## src/rtl/sfx_arbiter_if.sv

```systemverilog
// Sound-event bus between the pong game logic (master) and the tone arbiter (slave).
interface sfx_arbiter_if;
  logic       mute;
  logic       req_over;
  logic       req_score;
  logic       req_paddle;
  logic       req_wall;
  logic       tone_out;
  logic       busy;
  logic [1:0] active_id;

  modport master (
    output mute, req_over, req_score, req_paddle, req_wall,
    input  tone_out, busy, active_id
  );

  modport slave (
    input  mute, req_over, req_score, req_paddle, req_wall,
    output tone_out, busy, active_id
  );
endinterface

```

## src/rtl/sfx_arbiter.sv

```systemverilog
// Fixed-priority sound-effect arbiter: latches event pulses, plays one square-wave
// tone at a time for a fixed duration, then holds a silent gap before the next grant.
module sfx_arbiter #(
  parameter int unsigned HALF_OVER   = 52448,
  parameter int unsigned HALF_SCORE  = 13112,
  parameter int unsigned HALF_PADDLE = 26224,
  parameter int unsigned HALF_WALL   = 39336,
  parameter int unsigned DUR_OVER    = 12_587_500,
  parameter int unsigned DUR_SCORE   = 7_552_500,
  parameter int unsigned DUR_PADDLE  = 2_517_500,
  parameter int unsigned DUR_WALL    = 1_258_750,
  parameter int unsigned GAP_CYCLES  = 251_750
) (
  input  logic         clk_0,
  input  logic         rst,
  sfx_arbiter_if.slave bus
);

  typedef enum logic [1:0] {S_IDLE, S_PLAY, S_GAP} state_t;

  localparam logic [15:0] L_HALF_OVER   = 16'(HALF_OVER - 1);
  localparam logic [15:0] L_HALF_SCORE  = 16'(HALF_SCORE - 1);
  localparam logic [15:0] L_HALF_PADDLE = 16'(HALF_PADDLE - 1);
  localparam logic [15:0] L_HALF_WALL   = 16'(HALF_WALL - 1);
  localparam logic [23:0] L_DUR_OVER    = 24'(DUR_OVER - 1);
  localparam logic [23:0] L_DUR_SCORE   = 24'(DUR_SCORE - 1);
  localparam logic [23:0] L_DUR_PADDLE  = 24'(DUR_PADDLE - 1);
  localparam logic [23:0] L_DUR_WALL    = 24'(DUR_WALL - 1);
  localparam logic [17:0] L_GAP_LAST    = 18'(GAP_CYCLES - 1);

  state_t      r_state, w_state_nxt;
  logic [3:0]  r_pending, w_pending_nxt;
  logic [23:0] r_dur, w_dur_nxt;
  logic [15:0] r_div, w_div_nxt;
  logic [17:0] r_gap, w_gap_nxt;
  logic        r_tone, w_tone_nxt;
  logic [1:0]  r_active_id, w_id_nxt;

  logic [3:0]  w_req;
  logic        w_any;
  logic [1:0]  w_gid;
  logic        w_grant;
  logic [15:0] w_half_last;
  logic [23:0] w_dur_last;

  assign w_req = {bus.req_over, bus.req_score, bus.req_paddle, bus.req_wall};
  assign w_any = |r_pending;

  always_comb begin
    w_gid = 2'd0;
    if (r_pending[3])      w_gid = 2'd3;
    else if (r_pending[2]) w_gid = 2'd2;
    else if (r_pending[1]) w_gid = 2'd1;
  end

  always_comb begin
    case (r_active_id)
      2'd3:    begin w_half_last = L_HALF_OVER;   w_dur_last = L_DUR_OVER;   end
      2'd2:    begin w_half_last = L_HALF_SCORE;  w_dur_last = L_DUR_SCORE;  end
      2'd1:    begin w_half_last = L_HALF_PADDLE; w_dur_last = L_DUR_PADDLE; end
      default: begin w_half_last = L_HALF_WALL;   w_dur_last = L_DUR_WALL;   end
    endcase
  end

  always_ff @(posedge clk_0) begin
    if (rst) begin
      r_state     <= S_IDLE;
      r_pending   <= '0;
      r_dur       <= '0;
      r_div       <= '0;
      r_gap       <= '0;
      r_tone      <= 1'b0;
      r_active_id <= '0;
    end else begin
      r_state     <= w_state_nxt;
      r_pending   <= w_pending_nxt;
      r_dur       <= w_dur_nxt;
      r_div       <= w_div_nxt;
      r_gap       <= w_gap_nxt;
      r_tone      <= w_tone_nxt;
      r_active_id <= w_id_nxt;
    end
  end

  always_comb begin
    w_state_nxt   = r_state;
    w_pending_nxt = r_pending | w_req;
    w_dur_nxt     = r_dur;
    w_div_nxt     = r_div;
    w_gap_nxt     = r_gap;
    w_tone_nxt    = r_tone;
    w_id_nxt      = r_active_id;
    w_grant       = 1'b0;

    case (r_state)
      S_IDLE: w_grant = w_any;
      S_PLAY: begin
        if (r_dur == w_dur_last) begin
          w_state_nxt = S_GAP;
          w_tone_nxt  = 1'b0;
          w_dur_nxt   = '0;
          w_div_nxt   = '0;
          w_gap_nxt   = '0;
        end else begin
          w_dur_nxt = r_dur + 24'd1;
          if (r_div == w_half_last) begin
            w_div_nxt  = '0;
            w_tone_nxt = ~r_tone;
          end else begin
            w_div_nxt = r_div + 16'd1;
          end
        end
      end
      S_GAP: begin
        if (r_gap == L_GAP_LAST) begin
          w_gap_nxt = '0;
          if (w_any) w_grant = 1'b1;
          else       w_state_nxt = S_IDLE;
        end else begin
          w_gap_nxt = r_gap + 18'd1;
        end
      end
      default: w_state_nxt = S_IDLE;
    endcase

    // A same-cycle request for the granted id keeps its bit set so it replays.
    if (w_grant) begin
      w_state_nxt            = S_PLAY;
      w_id_nxt               = w_gid;
      w_dur_nxt              = '0;
      w_div_nxt              = '0;
      w_gap_nxt              = '0;
      w_tone_nxt             = 1'b1;
      w_pending_nxt[w_gid]   = w_req[w_gid];
    end

    if (bus.mute) begin
      w_state_nxt   = S_IDLE;
      w_pending_nxt = '0;
      w_dur_nxt     = '0;
      w_div_nxt     = '0;
      w_gap_nxt     = '0;
      w_tone_nxt    = 1'b0;
      w_id_nxt      = r_active_id;
    end
  end

  assign bus.tone_out  = r_tone;
  assign bus.busy      = (r_state != S_IDLE);
  assign bus.active_id = r_active_id;

endmodule
```

## src/flat_wrapper.sv

```systemverilog
// flat-port wrapper written by rule: the top's interface ports become plain ports
module sfx_arbiter_flat 
#(
  parameter int unsigned HALF_OVER   = 52448,
  parameter int unsigned HALF_SCORE  = 13112,
  parameter int unsigned HALF_PADDLE = 26224,
  parameter int unsigned HALF_WALL   = 39336,
  parameter int unsigned DUR_OVER    = 12_587_500,
  parameter int unsigned DUR_SCORE   = 7_552_500,
  parameter int unsigned DUR_PADDLE  = 2_517_500,
  parameter int unsigned DUR_WALL    = 1_258_750,
  parameter int unsigned GAP_CYCLES  = 251_750
)
  (clk_0, rst, bus_mute, bus_req_over, bus_req_score, bus_req_paddle, bus_req_wall, bus_tone_out, bus_busy, bus_active_id);
  sfx_arbiter_if bus_i ();
  input  logic clk_0;
  input  logic rst;
  input wire logic [$bits(bus_i.mute)-1:0] bus_mute;
  input wire logic [$bits(bus_i.req_over)-1:0] bus_req_over;
  input wire logic [$bits(bus_i.req_score)-1:0] bus_req_score;
  input wire logic [$bits(bus_i.req_paddle)-1:0] bus_req_paddle;
  input wire logic [$bits(bus_i.req_wall)-1:0] bus_req_wall;
  output wire logic [$bits(bus_i.tone_out)-1:0] bus_tone_out;
  output wire logic [$bits(bus_i.busy)-1:0] bus_busy;
  output wire logic [$bits(bus_i.active_id)-1:0] bus_active_id;
  assign bus_i.mute = bus_mute;
  assign bus_i.req_over = bus_req_over;
  assign bus_i.req_score = bus_req_score;
  assign bus_i.req_paddle = bus_req_paddle;
  assign bus_i.req_wall = bus_req_wall;
  assign bus_tone_out = bus_i.tone_out;
  assign bus_busy = bus_i.busy;
  assign bus_active_id = bus_i.active_id;
  sfx_arbiter #(.HALF_OVER(HALF_OVER), .HALF_SCORE(HALF_SCORE), .HALF_PADDLE(HALF_PADDLE), .HALF_WALL(HALF_WALL), .DUR_OVER(DUR_OVER), .DUR_SCORE(DUR_SCORE), .DUR_PADDLE(DUR_PADDLE), .DUR_WALL(DUR_WALL), .GAP_CYCLES(GAP_CYCLES)) u_core (.clk_0(clk_0), .rst(rst), .bus(bus_i));
endmodule
```

## config.mk

```make
export PLATFORM = sky130hd
export DESIGN_NAME = sfx_arbiter_flat
export DESIGN_NICKNAME = d
export VERILOG_FILES = /design/src/rtl/sfx_arbiter_if.sv /design/src/rtl/sfx_arbiter.sv /design/src/flat_wrapper.sv
export SDC_FILE = /design/constraint.sdc
export NUM_CORES = 1
export LEC_CHECK = 0
export CELL_PAD_IN_SITES_DETAIL_PLACEMENT = 1
export CELL_PAD_IN_SITES_GLOBAL_PLACEMENT = 1
export CORE_UTILIZATION = 47
export DETAILED_ROUTE_END_ITERATION = 12
export PLACE_DENSITY_LB_ADDON = 0.1
export SLEW_MARGIN = 20
export SYNTH_ARGS = -nofsm -noshare
export SYNTH_HDL_FRONTEND = slang
export SYNTH_SLANG_ARGS = --single-unit
```

## constraint.sdc

```tcl
create_clock -name clk_0 -period 2.75 [get_ports clk_0]
set_input_delay 0.55 -clock clk_0 [delete_from_list [all_inputs] [get_ports clk_0]]
set_output_delay 0.55 -clock clk_0 [all_outputs]
set_load 0.005 [all_outputs]
```

Yosys cells after proc, flatten, opt, wreduce, memory -nomap -nowiden
Cells that the tools add are included.
- multiplexer cells: 29
- $add $sub $neg: 3
- order comparisons: 2
- bitwise gates (word level): 4
- equal/unequal tests: 15
- reduce and logical (&&, ||, !) cells: 14
- operators by type and width (cell ; number):
    $pmux 24 s3 ; 1
    $pmux 16 s3 ; 1
    $mux 18 ; 2
    $pmux 18 s2 ; 1
    $mux 16 ; 2
    $add 24x1->24 const B ; 1
    $eq 24x24->1 ; 1
    $mux 24 ; 1
    $add 18x1->18 const B ; 1
    $eq 18x18->1 const B ; 1
    $add 16x1->16 const B ; 1
    $eq 16x16->1 ; 1
    $mux 1 ; 10
    $mux 2 ; 5
    $reduce_and 4->1 ; 2
    $eq 2x2->1 const B ; 3
    $ne 2x1->1 const B ; 3
    $ne 3x1->1 const B ; 2
    $pmux 2 s3 ; 1
    $reduce_and 2->1 ; 3
    $reduce_bool 2->1 ; 3
    $bwmux 4 ; 1
    $eq 2x1->1 const B ; 2
    $mux 4 ; 1
    other kinds (15) ; 17
- logic and storage cells: 75
- input bits: 7
- output and inout port bits: 4
- flip-flop bits (word level): 67

Longest topological paths before layout
Gate-level depths: netlist of run 1.
- depth after elaboration: 9
- gate-level depth with buffers: 9
- gate-level depth less buffers: 7

Worst setup path after synthesis of run 1
Ideal clock, no wire load.
- path kind: reg2reg
- start: reg u_core.r_active_id[1] (netlist: u_core.bus.active_id[1])
- end: reg u_core.r_div[10]
- buffers on the path: 1
- setup time: 0.137 ns
- data arrival time: 2.349 ns
- cell stages (with the launch flop): 9
- setup slack: 0.264 ns
- required time: 2.613 ns
- period minus slack after synthesis: 2.486 ns
- cell sequence: dfxtp_1 -> inv_1 -> ha_1 -> or4_1 -> o22ai_1 -> o2111ai_2 -> o21ai_1 -> buf_2 -> a211oi_1
- word-level cells in the longest chain between the ends: 5
- elaborated cells on any way between the ends: 9
- classes of those cells: eq/ne: 5; mux: 4
- RTL lines (what ; line ; text):
    start: declaration ; sfx_arbiter.sv:37 ; logic [1:0] r_active_id, w_id_nxt;
    start signal: assignment ; sfx_arbiter.sv:81 ; r_active_id <= w_id_nxt;
    $eq 2x1->1 / $eq 2x2->1 (equally long branches) ; sfx_arbiter.sv:57 ; case (r_active_id)
    $pmux 16 s3 ; sfx_arbiter.sv:57 ;
    $eq 16x16->1 ; sfx_arbiter.sv:106 ; if (r_div == w_half_last) begin
    $mux 16 ; sfx_arbiter.sv:106 ;
    $mux 16 (*) ; sfx_arbiter.sv:98 ; if (r_dur == w_dur_last) begin
    end signal: assignment ; sfx_arbiter.sv:78 ; r_div <= w_div_nxt;
    end: declaration ; sfx_arbiter.sv:34 ; logic [15:0] r_div, w_div_nxt;
Every way passes the cells marked *; elsewhere a longest branch is shown, timed or not.
A chain may end at the register's enable or synchronous reset.

Worst setup path after layout of run 1
- start: reg u_core.r_active_id[0] (netlist: u_core.bus.active_id[0])
- end: reg u_core.r_gap[8]
- word-level cells in the longest chain between the ends: 5
- elaborated cells on any way between the ends: 7
- classes of those cells: eq/ne: 5; mux: 1; reduce/logical: 1
- RTL lines (what ; line ; text):
    $eq 2x1->1 / $eq 2x2->1 (equally long branches) ; sfx_arbiter.sv:57 ;
    $pmux 24 s3 (*) ; sfx_arbiter.sv:57 ;
    $eq 24x24->1 (*) ; sfx_arbiter.sv:98 ;
    $ne 2x1->1 (no line) (*) ; n/a ;
    $reduce_and 2->1 (no line) (*) ; n/a ;
    end signal: assignment ; sfx_arbiter.sv:79 ; r_gap <= w_gap_nxt;
    end: declaration ; sfx_arbiter.sv:35 ; logic [17:0] r_gap, w_gap_nxt;
Marks and branches as above.

==> impl_metrics.ini, run 1 <==
[grt]
grt_max_degree = 56
antenna_found_initial = 0
grt_pass1_wl_mm = 17.69
grt_use_total = 0.2638
grt_pass1_vias = 3565
grt_overflow = 0

[critical_path]
startpoint_type = flip-flop
ff2ff_path_depth = 8
ff2ff_setup_slack_ns = 0.16
crit_fanout = 24
reg2reg_from = u_core.bus.active_id[0]$_SDFFE_PP0P_
cp-end-kind = flip-flop
path_class = flip-flop to flip-flop
crit_required_ns = 2.98
cp.arrival_ns = 2.81
r2r_end = u_core.r_gap[8]$_SDFFE_PP0P_

[layout]
area_delta_synth_final_pct = 11.48
drive_above_1_share = 0.08811
fin_area_mm2 = 0.004204
fin_cells = 556
multi_input_area_mm2 = 0.002323
post-route-util = 0.5440
final_nets = 466
fillers = 937
ff_latch_area_mm2 = 0.001341
n_antenna_cell = 0

[flow_run]
maxCapViolations = 0

[cts]
cts_buffer_depth = 2
numCtsBuffers = 9
clock_latency_ns = 0.36
htreeDepth = 3
numClockSinks = 67
ctsResizeCount = 0
path_clk_slew_ns = 0.07
cts_tree = built
cts_hold_buffers = 0
cts_root_buf = clkbuf_8
post-cts-setup-buffers = 0

[yosys]
synth_top_cell_area_share = 0.3557
synthDistinctLibCells = 58
synth_nets = 458
synth_top_cell_by_area = dfxtp_1
synth.area.top_cells = dfxtp_1, xnor2_1, xor2_1
yosysSeqAreaShare = 0.3557
synth-seq-cells = 67
yosysWarnings = 0
synthFlopType = dfxtp_1
async_reset_ff_frac = 0
synth_edf_count = 0
syn_inst = 442
synth.most_common_cell = dfxtp_1
synth_area_per_cell_um2 = 8.532
synth_top_cells_by_count = dfxtp_1, nand2_1, nor3_1
syn_area_mm2 = 0.003771

[floorplanning]
die_w_um = 91.58
die-area_mm2 = 0.008386
top_level_ports = 11
core.rowCount = 32
core-area_mm2 = 0.007727
initial_utilization = 0.4880
die_height_um = 91.58

[sta]
slew_headroom = 0.4237
slew_violations = 0
rsz0062_at_grt = false
tightest_slew_ns = 0.8565
timing.hold.ws_ns = 0.4846
max_freq_mhz = 386.3
finalClockSkew_ns = 0.01421
finalCritPeriodShare = 0.9414
hold_viol = 0
setup_viol = 0
fin_crit_ns = 2.589
fin_tns_setup_ns = 0

[min_path]
min_to = u_core.r_div[1]$_SDFFE_PP0P_
hold_class = flip-flop to flip-flop
min_from = u_core.r_div[1]$_SDFFE_PP0P_
min_delay_path_depth = 2

[pwr]
p_per_area_mw_per_mm2 = 462.6
leakagePower_nw = 1.263
irDropWorstVdd_v = 0.0002546

[routing]
drc = 0
wl_mm = 10.44
postRouteAntennaNets = 0
route.detailed.wl_per_inst_um = 18.78
drt_pass1_iterations = 4
vias_per_cell = 6.218
drt_iter0_drc = 86
vias = 3457

[placement]
placed_area_mm2 = 0.003983
hpwl_mm = 6.996
io_buffers = 10
place_congestion = 0.8094
dp.cells = 541

[status]
outcome = complete, no violations
worst max path at each step:
stage                     slack [ns]                            end                                  from  cells past startpoint
after floorplan                 0.26  u_core.r_div[10]$_SDFFE_PP0P_  u_core.bus.active_id[1]$_SDFFE_PP0P_                      8
after global placement          0.20   u_core.r_gap[8]$_SDFFE_PP0P_  u_core.bus.active_id[0]$_SDFFE_PP0P_                      8
after detailed placement        0.06   u_core.r_gap[8]$_SDFFE_PP0P_  u_core.bus.active_id[0]$_SDFFE_PP0P_                      8
after CTS                       0.04   u_core.r_gap[8]$_SDFFE_PP0P_  u_core.bus.active_id[0]$_SDFFE_PP0P_                      8
after global routing            0.01   u_core.r_dur[7]$_SDFFE_PP0P_  u_core.bus.active_id[0]$_SDFFE_PP0P_                      8
final                           0.16   u_core.r_gap[8]$_SDFFE_PP0P_  u_core.bus.active_id[0]$_SDFFE_PP0P_                      8
metrics by stage:
| step | power (W) | setup WS, ns |
|---|---|---|
| floorplan | 0.001075 | 0.2638 |
| global placement | 0.001119 | 0.2017 |
| detailed placement | 0.001123 | 0.06292 |
| CTS | 0.001962 | 0.04470 |
| global route | 0.002016 | 0.01143 |
| finish | 0.001945 | 0.1613 |
worst max-delay path, cell delays in order, from the launching register on:
cell	delay (ns)
dfxtp_1	0.41
inv_1	0.11
ha_1	0.30
or4_1	0.48
o22ai_1	0.26
o2111ai_4	0.26
a2111oi_4	0.27
buf_6	0.27
o31ai_1	0.10
logic make-up after synthesis:
logic type | count (synthesis) | share of synthesized area
AOI/OAI and AO/OA | 95 | 0.1868
and+or+nand+nor | 192 | 0.2774
adders and majority gates | 9 | 0.02986
muxes | 3 | 0.008295
xor gates and xnor gates | 45 | 0.1045
DFF | 67 | 0.3557
buffers and inverters | 31 | 0.03749
cell type report:
type	count	area share
Timing Repair Buffer	19	0.04375
Clock buffer	13	0.03780
Sequential cell	67	0.3190
Tap cell	102	0.03036
Multi-Input combinational cell	344	0.5527
Clock inverter	2	0.008333
Inverter	9	0.008036
placed cells by master (no fill, tap or decap), types with 4 or more instances in the layout:
cell / count
clkdlybuf4s50_1: 10
xnor2_1: 24
nand2_1: 36
o211ai_1: 6
a211oi_1: 19
nand4_1: 21
clkbuf_8: 11
inv_1: 9
ha_1: 9
buf_4: 7
nand3_1: 21
xor2_1: 21
a31oi_1: 8
o21a_1: 4
nor4_1: 10
o21ai_0: 9
nand2b_1: 8
dfxtp_1: 67
a21oi_1: 13
or2_2: 4
nor3_1: 30
a311oi_1: 12
and3_1: 12
nor2_1: 22
sequential cells by signal, indices dropped and copies added, names as in the netlist:
| name | count |
|---|---|
| u_core.bus.active_id | 2 |
| u_core.bus.tone_out | 1 |
| u_core.r_div | 16 |
| u_core.r_dur | 24 |
| u_core.r_gap | 18 |
| u_core.r_pending | 4 |
| u_core.r_state | 2 |
power by group:
part | internal, W | switching (W) | leakage, nW
clock network | 0.000463 | 0.000379 | 0.0995
registers | 0.000977 | 0.00000914 | 0.540
logic | 0.0000454 | 0.0000712 | 0.624
total | 0.00149 | 0.000460 | 1.26
metal layers:
layer  track usage  vias to the layer above  part of all wire
met5             0                        -                 0
met4       0.08333                        0             0.018
met3       0.05528                       19             0.037
met2        0.4461                       74              0.49
met1        0.3335                     1686              0.46
li1              -                     1678                 -
Power figures use the tool's default switching activity.
==> run 2, diff against run 1 <==
--- a/config.mk
+++ b/config.mk
@@ -7,7 +7,7 @@
 export LEC_CHECK = 0
 export CELL_PAD_IN_SITES_DETAIL_PLACEMENT = 1
 export CELL_PAD_IN_SITES_GLOBAL_PLACEMENT = 1
-export CORE_UTILIZATION = 47
+export CORE_UTILIZATION = 43
 export DETAILED_ROUTE_END_ITERATION = 12
 export PLACE_DENSITY_LB_ADDON = 0.1
 export SLEW_MARGIN = 20
==> run 2 against run 1 <==
Clock power is 14% lower. Die area rose by 9.1%. Flip-flop and latch count unchanged. Cell count increased by 1.4%. Critical path type unchanged. Utilization fell by 4.3 points. Worst setup slack improved by 0.043 ns. Hold slack better by 0.0075 ns. Power fell by 6.0%. Cell area shrank 0.54%. Wire length down 1.2%.
==> impl_metrics.ini, run 2 (synthesis gave the netlist of run 1 again) <==
[status]
outcome = complete, no violations

[grt]
grt_overflow = 0
grt_max_degree = 46
grt_use_total = 0.2466
grt_pass1_wl_mm = 17.43
antenna_found_initial = 0
grt_pass1_vias = 3482

[cts]
numCtsBuffers = 9
ctsResizeCount = 0
numClockSinks = 67
cts_root_buf = clkbuf_8
post-cts-setup-buffers = 0
cts_tree = built
path_clk_slew_ns = 0.08
cts_hold_buffers = 0
clock_latency_ns = 0.35
htreeDepth = 3
cts_buffer_depth = 2

[layout]
top_regs = u_core.r_dur x24, u_core.r_gap x18, u_core.r_div x16
final_nets = 470
n_antenna_cell = 0
layout_commonest_cell = dfxtp_1
drive_above_1_share = 0.09586
largest-register = u_core.r_dur
area_delta_synth_final_pct = 10.88
final_cell_mix = dfxtp_1, nand2_1, nor3_1, xnor2_1, nor2_1
largest_register_ffs = 24

[pwr]
p_per_area_mw_per_mm2 = 437.2
total_power_w = 0.001828
irDropWorstVdd_v = 0.0001958
leakagePower_nw = 1.266

[floorplanning]
die-area_mm2 = 0.009149
core.rowCount = 33
die_height_um = 95.65
initial_utilization = 0.4521
top_level_ports = 11
core-area_mm2 = 0.008341
die_w_um = 95.65

[critical_path]
ff2ff_setup_slack_ns = 0.20
startpoint_type = flip-flop
cp-end-kind = flip-flop
crit_fanout = 24
ff2ff_path_depth = 8
path_class = flip-flop to flip-flop
reg2reg_from = u_core.bus.active_id[0]$_SDFFE_PP0P_
r2r_end = u_core.r_gap[8]$_SDFFE_PP0P_
cp.arrival_ns = 2.78
crit_required_ns = 2.98

[sta]
hold_viol = 0
tightest_slew_ns = 0.9911
fin_tns_setup_ns = 0
postLayoutSetupSlackWorst_ns = 0.2039
fin_crit_ns = 2.546
finalClockSkew_ns = 0.01577
finalCritPeriodShare = 0.9258
rsz0062_at_grt = false
slew_violations = 0
max_freq_mhz = 392.8
slew_headroom = 0.3393
setup_viol = 0

[routing]
vias = 3464
drt_pass1_iterations = 4
postRouteAntennaNets = 0
wl_mm = 10.32
drt_iter0_drc = 114
route.detailed.wl_per_inst_um = 18.30
vias_per_cell = 6.142
drc = 0

[min_path]
min_to = u_core.r_div[1]$_SDFFE_PP0P_
hold_class = flip-flop to flip-flop
min_delay_path_depth = 2
min_from = u_core.r_div[1]$_SDFFE_PP0P_

[placement]
pre_cts_ws_ns = 0.2390
place_congestion = 0.8067
io_buffers = 10
hpwl_mm = 7.137

[flow_run]
maxCapViolations = 0
-- run 2: per-stage QoR --
step | hold WS (ns) | cell area, um^2 | util | cells
floorplan | 0.4492 | 3771 | - | 442
finish | 0.4921 | 4182 | 0.5014 | 564
global route | 0.5151 | 4182 | 0.5014 | 564
detailed placement | 0.4821 | 4019 | 0.4818 | 548
CTS | 0.4916 | 4182 | 0.5014 | 564
global placement | 0.4654 | 4019 | 0.4818 | 548
-- run 2: routing by layer --
metal  up-vias  track usage  routed length, um
met1      1731       0.3304               5134
li1       1687            -                  -
met3        11      0.03668                192
met5         -            0                  0
met4         0      0.07214                127
met2        35       0.4089               4864
-- run 2: area by class of cell --
cell class                 instances  area, um^2
fill                            1012        4159
multi-input combinational        344        2302
sequential                        67        1341
timing repair buffer              23       210.2
clock buffer                      12       135.1
tap                              105       131.4
inverter                           9       33.78
clock inverter                     4       27.53
-- run 2: where the power goes --
part / leakage (nW) / internal (W) / total [W] / switching, W
Sequential: 0.540 / 0.000976 / 0.000985 / 0.00000881
Combinational: 0.641 / 0.0000500 / 0.000121 / 0.0000705
Clock: 0.0843 / 0.000328 / 0.000722 / 0.000394
-- run 2: how the worst max path moves through the flow --
stage	depth (start not counted)	start	end
global placement	6	u_core.r_gap[3]$_SDFFE_PP0P_	u_core.r_gap[1]$_SDFFE_PP0P_
finish	8	u_core.bus.active_id[0]$_SDFFE_PP0P_	u_core.r_gap[8]$_SDFFE_PP0P_
floorplan	8	u_core.bus.active_id[1]$_SDFFE_PP0P_	u_core.r_div[10]$_SDFFE_PP0P_
CTS	8	u_core.bus.active_id[0]$_SDFFE_PP0P_	u_core.r_gap[8]$_SDFFE_PP0P_
detailed placement	8	u_core.bus.active_id[0]$_SDFFE_PP0P_	u_core.r_gap[8]$_SDFFE_PP0P_
global route	8	u_core.bus.active_id[0]$_SDFFE_PP0P_	u_core.r_dur[12]$_SDFFE_PP0P_
-- run 2: critical path, cell delays in order, from the launching register on --
cell,delay (ns)
dfxtp_1,0.34
inv_1,0.07
ha_1,0.29
or4_1,0.48
o22ai_1,0.19
o2111ai_2,0.32
a2111oi_4,0.28
buf_4,0.33
o31ai_1,0.11
==> run 3, diff against run 2 <==
--- a/config.mk
+++ b/config.mk
@@ -7,7 +7,7 @@
 export LEC_CHECK = 0
 export CELL_PAD_IN_SITES_DETAIL_PLACEMENT = 1
 export CELL_PAD_IN_SITES_GLOBAL_PLACEMENT = 1
-export CORE_UTILIZATION = 43
+export CORE_UTILIZATION = 51
 export DETAILED_ROUTE_END_ITERATION = 12
 export PLACE_DENSITY_LB_ADDON = 0.1
 export SLEW_MARGIN = 20
==> constraint.sdc (replaced) <==
create_clock -name clk_0 -period 3.31 [get_ports clk_0]
set_input_delay 0.662 -clock clk_0 [delete_from_list [all_inputs] [get_ports clk_0]]
set_output_delay 0.662 -clock clk_0 [all_outputs]
set_load 0.005 [all_outputs]
==> run 3 against run 2 <==
Flip-flop and latch count unchanged. Utilization increased by 10 points. Power decreased by 11%. Clock skew decreased by 0.0080 ns.
==> impl_metrics.ini, run 3 (synthesis gave the netlist of run 1 again) <==
[status]
outcome = complete, no violations

[pwr]
irDropWorstVdd_v = 0.0002299
p_per_area_mw_per_mm2 = 388.2
leakagePower_nw = 1.278

[critical_path]
crit_fanout = 22
cp.arrival_ns = 3.03
ff2ff_setup_slack_ns = 0.51
cp-startpoint = u_core.bus.active_id[1]$_SDFFE_PP0P_
crit_family = compound AO/OA/AOI/OAI gates
crit_slowest_cell = dfxtp_1
crit_required_ns = 3.54
crit_buf_inv = 2
cp-end-kind = flip-flop
path_class = flip-flop to flip-flop
startpoint_type = flip-flop
critPathMaxStageDelay_ns = 0.49
r2r_end = u_core.r_dur[22]$_SDFFE_PP0P_
ff2ff_path_depth = 8
path_cells = inv_1, ha_1, or4_1, o22ai_1, o2111ai_2, a2111oi_4, buf_4, nor3_1
reg2reg_from = u_core.bus.active_id[1]$_SDFFE_PP0P_

[sta]
hold_viol = 0
tightest_slew_ns = 0.7525
rsz0062_at_grt = false
postLayoutSetupSlackWorst_ns = 0.5116
max_freq_mhz = 357.3
slew_violations = 0
finalClockSkew_ns = 0.007734
fin_crit_ns = 2.798
fin_tns_setup_ns = 0
slew_headroom = 0.4937
finalCritPeriodShare = 0.8454
setup_viol = 0

[placement]
place_congestion = 0.7992
hpwl_mm = 6.995
dp.cells = 536
pre_cts_ws_ns = 0.5577
io_buffers = 10

[cts]
ctsResizeCount = 0
post-cts-setup-buffers = 0
cts_root_buf = clkbuf_8
cts_tree = built
htreeDepth = 3
clock_latency_ns = 0.35
numClockSinks = 67
path_clk_slew_ns = 0.07
cts_buffer_depth = 2
cts_hold_buffers = 0
numCtsBuffers = 9

[flow_run]
maxCapViolations = 0

[layout]
largest-register = u_core.r_dur
area_delta_synth_final_pct = 11.45
top_regs = u_core.r_dur x24, u_core.r_gap x18, u_core.r_div x16
layout_commonest_cell = dfxtp_1
drive_above_1_share = 0.09031
final_cell_mix = dfxtp_1, nand2_1, nor3_1, xnor2_1, nor2_1
largest_register_ffs = 24
final_nets = 467
n_antenna_cell = 0
fin_cells = 550

[routing]
postRouteAntennaNets = 0
drt_iter0_drc = 146
drt_pass1_iterations = 4
vias = 3513
wl_mm = 10.21
vias_per_cell = 6.387
drc = 0
route.detailed.wl_per_inst_um = 18.55

[floorplanning]
die_height_um = 87.99
initial_utilization = 0.5401
top_level_ports = 11
core-area_mm2 = 0.006982
die_w_um = 87.99
core.rowCount = 30
die-area_mm2 = 0.007742

[min_path]
hold_class = flip-flop to flip-flop
min_to = u_core.r_div[1]$_SDFFE_PP0P_
min_delay_path_depth = 2
min_from = u_core.r_div[1]$_SDFFE_PP0P_

[grt]
grt_pass1_wl_mm = 16.84
grt_pass1_vias = 3477
grt_overflow = 0
grt_use_total = 0.2818
antenna_found_initial = 0
grt_max_degree = 31
[run 3: through the flow]
| stage | area [um^2] | util | hold WS, ns | power (W) |
|---|---|---|---|---|
| 2_1_floorplan | 3771 | - | 0.4492 | 0.0008928 |
| 4_1_cts | 4203 | 0.6020 | 0.5043 | 0.001645 |
| 6_report | 4203 | 0.6020 | 0.5018 | 0.001631 |
| 3_3_place_gp | 3995 | 0.5722 | 0.4577 | 0.0009306 |
| 3_5_place_dp | 4003 | 0.5733 | 0.4691 | 0.0009330 |
| 5_1_grt | 4203 | 0.6020 | 0.5457 | 0.001683 |
[run 3: worst register-to-register path, delay by kind of cell, from the launching register on]
kind | cells | cell delay [ns]
and+or+nand+nor | 2 | 0.59
adders and majority gates | 1 | 0.28
buffers and inverters | 2 | 0.46
DFF | 1 | 0.49
AOI/OAI and AO/OA | 3 | 0.87
[run 3: worst max-delay path by stage]
stage | endpoint | slack, ns | cells past startpoint
floorplan | u_core.r_div[10]$_SDFFE_PP0P_ | 0.82 | 8
global placement | u_core.r_dur[7]$_SDFFE_PP0P_ | 0.69 | 8
detailed placement | u_core.r_dur[14]$_SDFFE_PP0P_ | 0.56 | 8
CTS | u_core.r_dur[9]$_SDFFE_PP0P_ | 0.53 | 8
global route | u_core.r_dur[22]$_SDFFE_PP0P_ | 0.36 | 8
finish | u_core.r_dur[22]$_SDFFE_PP0P_ | 0.51 | 8
[run 3: metal layers]
layer	global-route usage	part of all wire
met5	0	0
met4	0.08048	0.016
met3	0.05467	0.025
met2	0.4940	0.49
met1	0.3501	0.47
[run 3: area by class of cell]
class,count,area (um^2)
Fill cell,860,2779
Multi-Input combinational cell,344,2307
Clock inverter,2,35.03
Clock buffer,12,165.2
Inverter,9,33.78
Tap cell,96,120.1
Sequential cell,67,1341
Timing Repair Buffer,20,200.2
[run 3: power by group]
| group | leakage [nW] | switching [W] | internal (W) |
|---|---|---|---|
| Combinational | 0.633 | 0.0000561 | 0.0000393 |
| Clock | 0.104 | 0.000316 | 0.000400 |
| Sequential | 0.540 | 0.00000826 | 0.000811 |
| Total | 1.28 | 0.000380 | 0.00125 |
